[src/rtl/axis_gen_frame_scheduler_pkg.sv]
// Shared definitions for the AXIS counter-pattern generator frame scheduler:
// scheduler FSM state encoding and default datapath widths (also used by the
// generator side).
package axis_gen_frame_scheduler_pkg;

    localparam int unsigned AXIS_DATA_WIDTH_DEF = 32;
    localparam int unsigned LEN_WIDTH_DEF       = 16;
    localparam int unsigned NUM_WIDTH_DEF       = 16;
    localparam int unsigned GAP_WIDTH_DEF       = 8;

    typedef enum logic [1:0] {
        ST_IDLE = 2'd0,
        ST_SEND = 2'd1,
        ST_GAP  = 2'd2,
        ST_DONE = 2'd3
    } sched_state_e;

endpackage

[src/rtl/axis_gen_frame_scheduler_beat_cntr.sv]
// Beat-within-frame counter for the frame scheduler.
// Ports:
//   clk_i      - clock
//   s_rst_i    - synchronous active-high reset
//   clr_i      - synchronous clear (start of run); wins over en_i
//   en_i       - count one accepted beat
//   len_i      - frame length in beats (latched config, never 0 during a run)
//   terminal_o - current beat is the last beat of the frame (count == len_i-1)
module axis_gen_beat_cntr
    import axis_gen_frame_scheduler_pkg::*;
#(
    parameter int unsigned WIDTH = LEN_WIDTH_DEF
) (
    input  logic             clk_i,
    input  logic             s_rst_i,
    input  logic             clr_i,
    input  logic             en_i,
    input  logic [WIDTH-1:0] len_i,
    output logic             terminal_o
);

    logic [WIDTH-1:0] cnt_q;
    logic [WIDTH-1:0] cnt_d;

    assign terminal_o = (cnt_q == (len_i - WIDTH'(1)));

    // Accepting the terminal beat wraps the counter back to 0 for the next frame.
    always_comb begin
        cnt_d = cnt_q;
        if (clr_i) begin
            cnt_d = '0;
        end else if (en_i) begin
            cnt_d = terminal_o ? '0 : (cnt_q + WIDTH'(1));
        end
    end

    always_ff @(posedge clk_i) begin
        if (s_rst_i) begin
            cnt_q <= '0;
        end else begin
            cnt_q <= cnt_d;
        end
    end

endmodule

[src/rtl/axis_gen_frame_scheduler.sv]
// Frame sequencer for the AXIS counter-pattern data generator. On start it
// emits frame_num frames of frame_len beats with gap idle cycles in between.
// Ports:
//   clk_i, s_rst_i        - clock, synchronous active-high reset
//   start_i, stop_i       - run start pulse (IDLE only) / graceful stop request
//   frame_len_i           - beats per frame (0 rejected with cfg_err_o)
//   frame_num_i           - frames per run (0 = continuous until stop)
//   gap_i                 - idle cycles between frames
//   gen_cntr_en_i         - generator counter enable (tready)
//   gen_enable_o          - generator enable (tvalid)
//   gen_data_o            - word to transmit (running word counter)
//   gen_terminal_o        - last beat of frame (tlast)
//   busy_o, done_o        - run active / one-cycle end-of-run pulse
//   cfg_err_o             - one-cycle pulse on start with zero length
//   frame_cnt_o           - frames completed in current/last run
// All outputs decode registered state only.
module axis_gen_frame_scheduler
    import axis_gen_frame_scheduler_pkg::*;
#(
    parameter int unsigned AXIS_DATA_WIDTH = AXIS_DATA_WIDTH_DEF,
    parameter int unsigned LEN_WIDTH       = LEN_WIDTH_DEF,
    parameter int unsigned NUM_WIDTH       = NUM_WIDTH_DEF,
    parameter int unsigned GAP_WIDTH       = GAP_WIDTH_DEF
) (
    input  logic                       clk_i,
    input  logic                       s_rst_i,
    input  logic                       start_i,
    input  logic                       stop_i,
    input  logic [LEN_WIDTH-1:0]       frame_len_i,
    input  logic [NUM_WIDTH-1:0]       frame_num_i,
    input  logic [GAP_WIDTH-1:0]       gap_i,
    input  logic                       gen_cntr_en_i,
    output logic                       gen_enable_o,
    output logic [AXIS_DATA_WIDTH-1:0] gen_data_o,
    output logic                       gen_terminal_o,
    output logic                       busy_o,
    output logic                       done_o,
    output logic                       cfg_err_o,
    output logic [NUM_WIDTH-1:0]       frame_cnt_o
);

    sched_state_e               state_q, state_d;
    logic [LEN_WIDTH-1:0]       len_q, len_d;
    logic [NUM_WIDTH-1:0]       num_q, num_d;
    logic [GAP_WIDTH-1:0]       gap_q, gap_d;
    logic [GAP_WIDTH-1:0]       gap_cnt_q, gap_cnt_d;
    logic [AXIS_DATA_WIDTH-1:0] word_cnt_q, word_cnt_d;
    logic [NUM_WIDTH-1:0]       frame_cnt_q, frame_cnt_d;
    logic                       stop_pend_q, stop_pend_d;
    logic                       cfg_err_q, cfg_err_d;

    logic                       beat_clr;
    logic                       beat_term;
    logic                       accept;
    logic [NUM_WIDTH-1:0]       frame_inc;

    assign accept    = (state_q == ST_SEND) && gen_cntr_en_i;
    assign frame_inc = frame_cnt_q + NUM_WIDTH'(1);

    axis_gen_beat_cntr #(
        .WIDTH (LEN_WIDTH)
    ) u_beat_cntr (
        .clk_i      (clk_i),
        .s_rst_i    (s_rst_i),
        .clr_i      (beat_clr),
        .en_i       (accept),
        .len_i      (len_q),
        .terminal_o (beat_term)
    );

    always_comb begin
        state_d     = state_q;
        len_d       = len_q;
        num_d       = num_q;
        gap_d       = gap_q;
        gap_cnt_d   = gap_cnt_q;
        word_cnt_d  = word_cnt_q;
        frame_cnt_d = frame_cnt_q;
        stop_pend_d = stop_pend_q;
        cfg_err_d   = 1'b0;
        beat_clr    = 1'b0;

        unique case (state_q)
            ST_IDLE: begin
                if (start_i) begin
                    if (frame_len_i != '0) begin
                        len_d       = frame_len_i;
                        num_d       = frame_num_i;
                        gap_d       = gap_i;
                        word_cnt_d  = '0;
                        frame_cnt_d = '0;
                        stop_pend_d = stop_i;
                        beat_clr    = 1'b1;
                        state_d     = ST_SEND;
                    end else begin
                        cfg_err_d = 1'b1;
                    end
                end
            end

            ST_SEND: begin
                if (stop_i) begin
                    stop_pend_d = 1'b1;
                end
                if (accept) begin
                    word_cnt_d = word_cnt_q + AXIS_DATA_WIDTH'(1);
                    if (beat_term) begin
                        frame_cnt_d = frame_inc;
                        // A stop raised on the terminal beat itself still ends the
                        // run after this frame rather than one frame later.
                        if (stop_pend_q || stop_i ||
                            ((num_q != '0) && (frame_inc == num_q))) begin
                            state_d = ST_DONE;
                        end else if (gap_q != '0) begin
                            gap_cnt_d = '0;
                            state_d   = ST_GAP;
                        end
                    end
                end
            end

            ST_GAP: begin
                if (stop_i || stop_pend_q) begin
                    state_d = ST_DONE;
                end else if (gap_cnt_q == (gap_q - GAP_WIDTH'(1))) begin
                    state_d = ST_SEND;
                end else begin
                    gap_cnt_d = gap_cnt_q + GAP_WIDTH'(1);
                end
            end

            ST_DONE: begin
                stop_pend_d = 1'b0;
                state_d     = ST_IDLE;
            end

            default: state_d = ST_IDLE;
        endcase
    end

    always_ff @(posedge clk_i) begin
        if (s_rst_i) begin
            state_q     <= ST_IDLE;
            len_q       <= '0;
            num_q       <= '0;
            gap_q       <= '0;
            gap_cnt_q   <= '0;
            word_cnt_q  <= '0;
            frame_cnt_q <= '0;
            stop_pend_q <= 1'b0;
            cfg_err_q   <= 1'b0;
        end else begin
            state_q     <= state_d;
            len_q       <= len_d;
            num_q       <= num_d;
            gap_q       <= gap_d;
            gap_cnt_q   <= gap_cnt_d;
            word_cnt_q  <= word_cnt_d;
            frame_cnt_q <= frame_cnt_d;
            stop_pend_q <= stop_pend_d;
            cfg_err_q   <= cfg_err_d;
        end
    end

    assign gen_enable_o   = (state_q == ST_SEND);
    assign gen_data_o     = word_cnt_q;
    assign gen_terminal_o = (state_q == ST_SEND) && beat_term;
    assign busy_o         = (state_q == ST_SEND) || (state_q == ST_GAP);
    assign done_o         = (state_q == ST_DONE);
    assign cfg_err_o      = cfg_err_q;
    assign frame_cnt_o    = frame_cnt_q;

endmodule

[config.mk]
export PLATFORM = sky130hd
export DESIGN_NAME = axis_gen_frame_scheduler
export DESIGN_NICKNAME = d
export VERILOG_FILES = /design/src/rtl/axis_gen_frame_scheduler_pkg.sv /design/src/rtl/axis_gen_frame_scheduler_beat_cntr.sv /design/src/rtl/axis_gen_frame_scheduler.sv
export SDC_FILE = /design/constraint.sdc
export NUM_CORES = 1
export LEC_CHECK = 0
export ABC_AREA = 1
export BUFFER_PORTS_ARGS = -buffer_cell sky130_fd_sc_hd__buf_4
export CORE_MARGIN = 5
export CORE_UTILIZATION = 35
export DETAILED_ROUTE_END_ITERATION = 10
export HOLD_SLACK_MARGIN = 0.12
export PLACE_DENSITY_LB_ADDON = 0.3
export SLEW_MARGIN = 20
export SYNTH_ARGS = -nofsm -noshare
export SYNTH_HDL_FRONTEND = slang
export SYNTH_SLANG_ARGS = --single-unit
export TNS_END_PERCENT = 1
[constraint.sdc]
create_clock -name clk_i -period 6 [get_ports clk_i]
set_clock_uncertainty 0.15 [all_clocks]
set_input_delay 1.8 -clock clk_i [delete_from_list [all_inputs] [get_ports clk_i]]
set_output_delay 1.8 -clock clk_i [all_outputs]
set_load 0.03 [all_outputs]
==> impl_metrics.yaml <==
outcome:
  outcome: "complete, no violations"
final_layout:
  drive_gt1_share_pct: 13.6
  layout.cells.non_filler: 1505
  final_area_sq_um: 8840
  layout.cells.most_common_list: "nand2_1, nor2_1, dfxtp_1"
  nets: 1278
  final_util_pct: 43.6
  antenna_cells: 0
  syn_to_final_growth_pct: 22.5
  final_common_cell: "nand2_1"
clock_tree:
  clk_latency_ns: 0.42
  cts_hold_buffers: 0
  postCtsSetupRepairBufs: 0
  cts-root-buf: "clkbuf_16"
  path_clk_slew_ns: 0.05
  cts_tree: "built"
  clkSinkCount: 116
  htreeDepth: 4
  cts_buffer_depth: 2
  cts_buffers: 17
  cts-resized-gates: 0
routing:
  drtIter0Drc: 501
  vias: 7447
  drc: 0
  post_drt_wl_per_cell_um: 13.9
  wirelength_um: 20900
  first_pass_iters: 5
  antenna_left: 0
  via_per_inst: 4.95
sta:
  setup_viol: 0
  post-route-period-util_pct: 73.4
  fmax_mhz: 227
  tns_ns: 0
  slew_violations: 0
  final-hold-violation-count: 0
  fin_crit_ns: 4.40
  relSlewSlack_pct: 54.5
  worst_pin_slew_ns: 0.676
  rsz0062_at_grt: "no"
job:
  max_cap_violations: 0
setup_path:
  critPathRequiredTime_ns: 4.05
  worstSetupPathType: "flip-flop to output port"
  path_delay_family: "simple AND/OR/NAND/NOR gates"
  critPathMaxStageDelay_ns: 0.37
  critPathLaunchType: "flip-flop"
  critical_path_arrival_ns: 2.45
  path_cells: "inv_2 > ha_1 > xor2_1 > nand3_1 > inv_1 > o21ai_0 > nor4_1 > nand4_1 > nor3_1 > buf_4"
  path_buf_inv: 3
  reg2reg_depth: 15
  reg2reg_slack_ns: 2.78
  slowest_stage: "dfxtp_1"
  r2r_end: "gen_data_o[9]"
  cp_max_fo: 4
  timing.rr.start: "state_q[1]"
  crit_path_end_kind: "output port"
grt:
  antenna_found_initial: 0
  gr-usage-all-layers_pct: 17.6
  grt_pass1_vias: 7021
  grt_max_degree: 64
  grt_pass1_wl_um: 34700
  grt-ovfl-total: 0
floorplan:
  io_pins: 98
  dieArea_sq_um: 23600
  initial_core_util_pct: 35.6
  die_w_um: 154
  rows: 52
  core_area_sq_um: 20300
  die_h_um: 154
power:
  p_leak_nw: 3.75
  powerDensity_nw_per_um2: 445
  peakVddDrop_v: 0.000193
hold_path:
  whs_path_depth: 2
  worstHoldPathType: "flip-flop to flip-flop"
  min_to: "stop_pend_q"
  hold_start: "stop_pend_q"
logic_synthesis:
  yosys.area.top_type_share_pct: 32.2
  yosysSeqAreaShare_pct: 32.2
  synth.avg_cell_area_sq_um: 6.37
  ys.flop_type: "dfxtp_1"
  syn_area_sq_um: 7220
  ys_ff_latch: 116
  syn_nets: 1190
  netlist_instances: 1134
  ys_warn_count: 0
  synth_top_area_cell: "dfxtp_1"
  ys_async_sr_fraction_pct: 0
  synth_cell_types: 38
  synth_edf_count: 0
  synthTopCellsByArea: "dfxtp_1, nand2_1, nor2_1, inv_1, a21oi_1"
place:
  port-buffer-count: 97
  dp_hpwl_um: 15400
  gp_congestion: 0.913
  dp_cells: 1473
  placed_area_sq_um: 8190
-- area by class of cell --
| class | count | area [sq um] |
|---|---|---|
| repair buffers | 102 | 766 |
| inverters | 129 | 484 |
| clock inverters | 12 | 201 |
| multi-input cells | 856 | 4280 |
| well taps | 270 | 338 |
| fillers | 2185 | 11500 |
| clock buffers | 20 | 457 |
| flip-flops and latches | 116 | 2320 |
-- per-layer routing --
metal / track usage, % / share of wire, % / vias up
li1: - / - / 3879
met4: 4.42 / 1.2 / 0
met1: 24.7 / 50 / 3362
met5: 0 / 0 / -
met2: 27.2 / 43 / 188
met3: 4.30 / 5.6 / 18
-- registers in the layout, summed over array words and instances, names as in the netlist --
| name | flops |
|---|---|
| gap_cnt_q | 8 |
| len_q | 16 |
| num_q | 16 |
| stop_pend_q | 1 |
| frame_cnt_o | 16 |
| u_beat_cntr.cnt_q | 16 |
| cfg_err_o | 1 |
| gap_q | 8 |
| state_q | 2 |
| gen_data_o | 32 |
-- logic make-up after synthesis --
group / count (synthesis) / share of synthesized area, %
XOR/XNOR: 54 / 7.12
AO/OA/AOI/OAI: 171 / 12.1
AND/OR/NAND/NOR: 620 / 38.1
adder cells (fa/ha/maj): 11 / 1.91
buffers and inverters: 162 / 8.60
flip-flops: 116 / 32.2
-- worst register-to-register path, stage by stage (launching register included) --
cell and delay, ns:
dfxtp_1 0.40, inv_1 0.13, ha_1 0.21, inv_1 0.05
buf_4 0.40, nor2_1 0.11, inv_2 0.12, nand2_1 0.06
inv_1 0.04, nand2_1 0.07, a21oi_2 0.31, inv_2 0.37
o21ai_1 0.32, inv_1 0.19, o21ai_0 0.12, a21oi_1 0.05
-- synth_stat cells, types with 5 or more instances --
library cell and count:
nand2_1 239, nor2_1 173, dfxtp_1 116, inv_1 115, a21oi_1 82, nand3_1 79
o21ai_0 75, nor3_1 51, xor2_1 32, nand4_1 26, clkbuf_1 25, xnor2_1 19
nor4_1 15, ha_1 11, inv_2 10, nor2_2 10, nand3b_1 7, o21ai_1 5
-- stage by stage --
step,setup WS [ns],power [mW],hold slack [ns]
after detailed placement,1.63,2.79,0.289
final,1.60,3.93,0.310
after CTS,1.61,3.96,0.304
after floorplan,1.92,2.36,0.274
after global placement,1.67,2.78,0.290
after global routing,1.28,4.24,0.311
-- worst max-delay path by stage --
stage	from	endpoint	slack (ns)	depth (start not counted)
global route	len_q[0]	gen_terminal_o	1.28	10
detailed placement	frame_len_i[0]	gen_data_o[9]	1.63	12
finish	len_q[0]	gen_terminal_o	1.60	10
CTS	len_q[0]	gen_terminal_o	1.61	10
floorplan	state_q[1]	gen_terminal_o	1.92	6
global placement	frame_len_i[15]	gen_data_o[8]	1.67	12
-- where the power goes --
| group | internal [mW] | switching [mW] | total, mW |
|---|---|---|---|
| Clock | 0.760 | 0.382 | 1.14 |
| Combinational | 0.549 | 1.12 | 1.67 |
| Sequential | 0.926 | 0.192 | 1.12 |
| Total | 2.24 | 1.70 | 3.93 |
No activity file was read; power rests on OpenSTA's default activity.
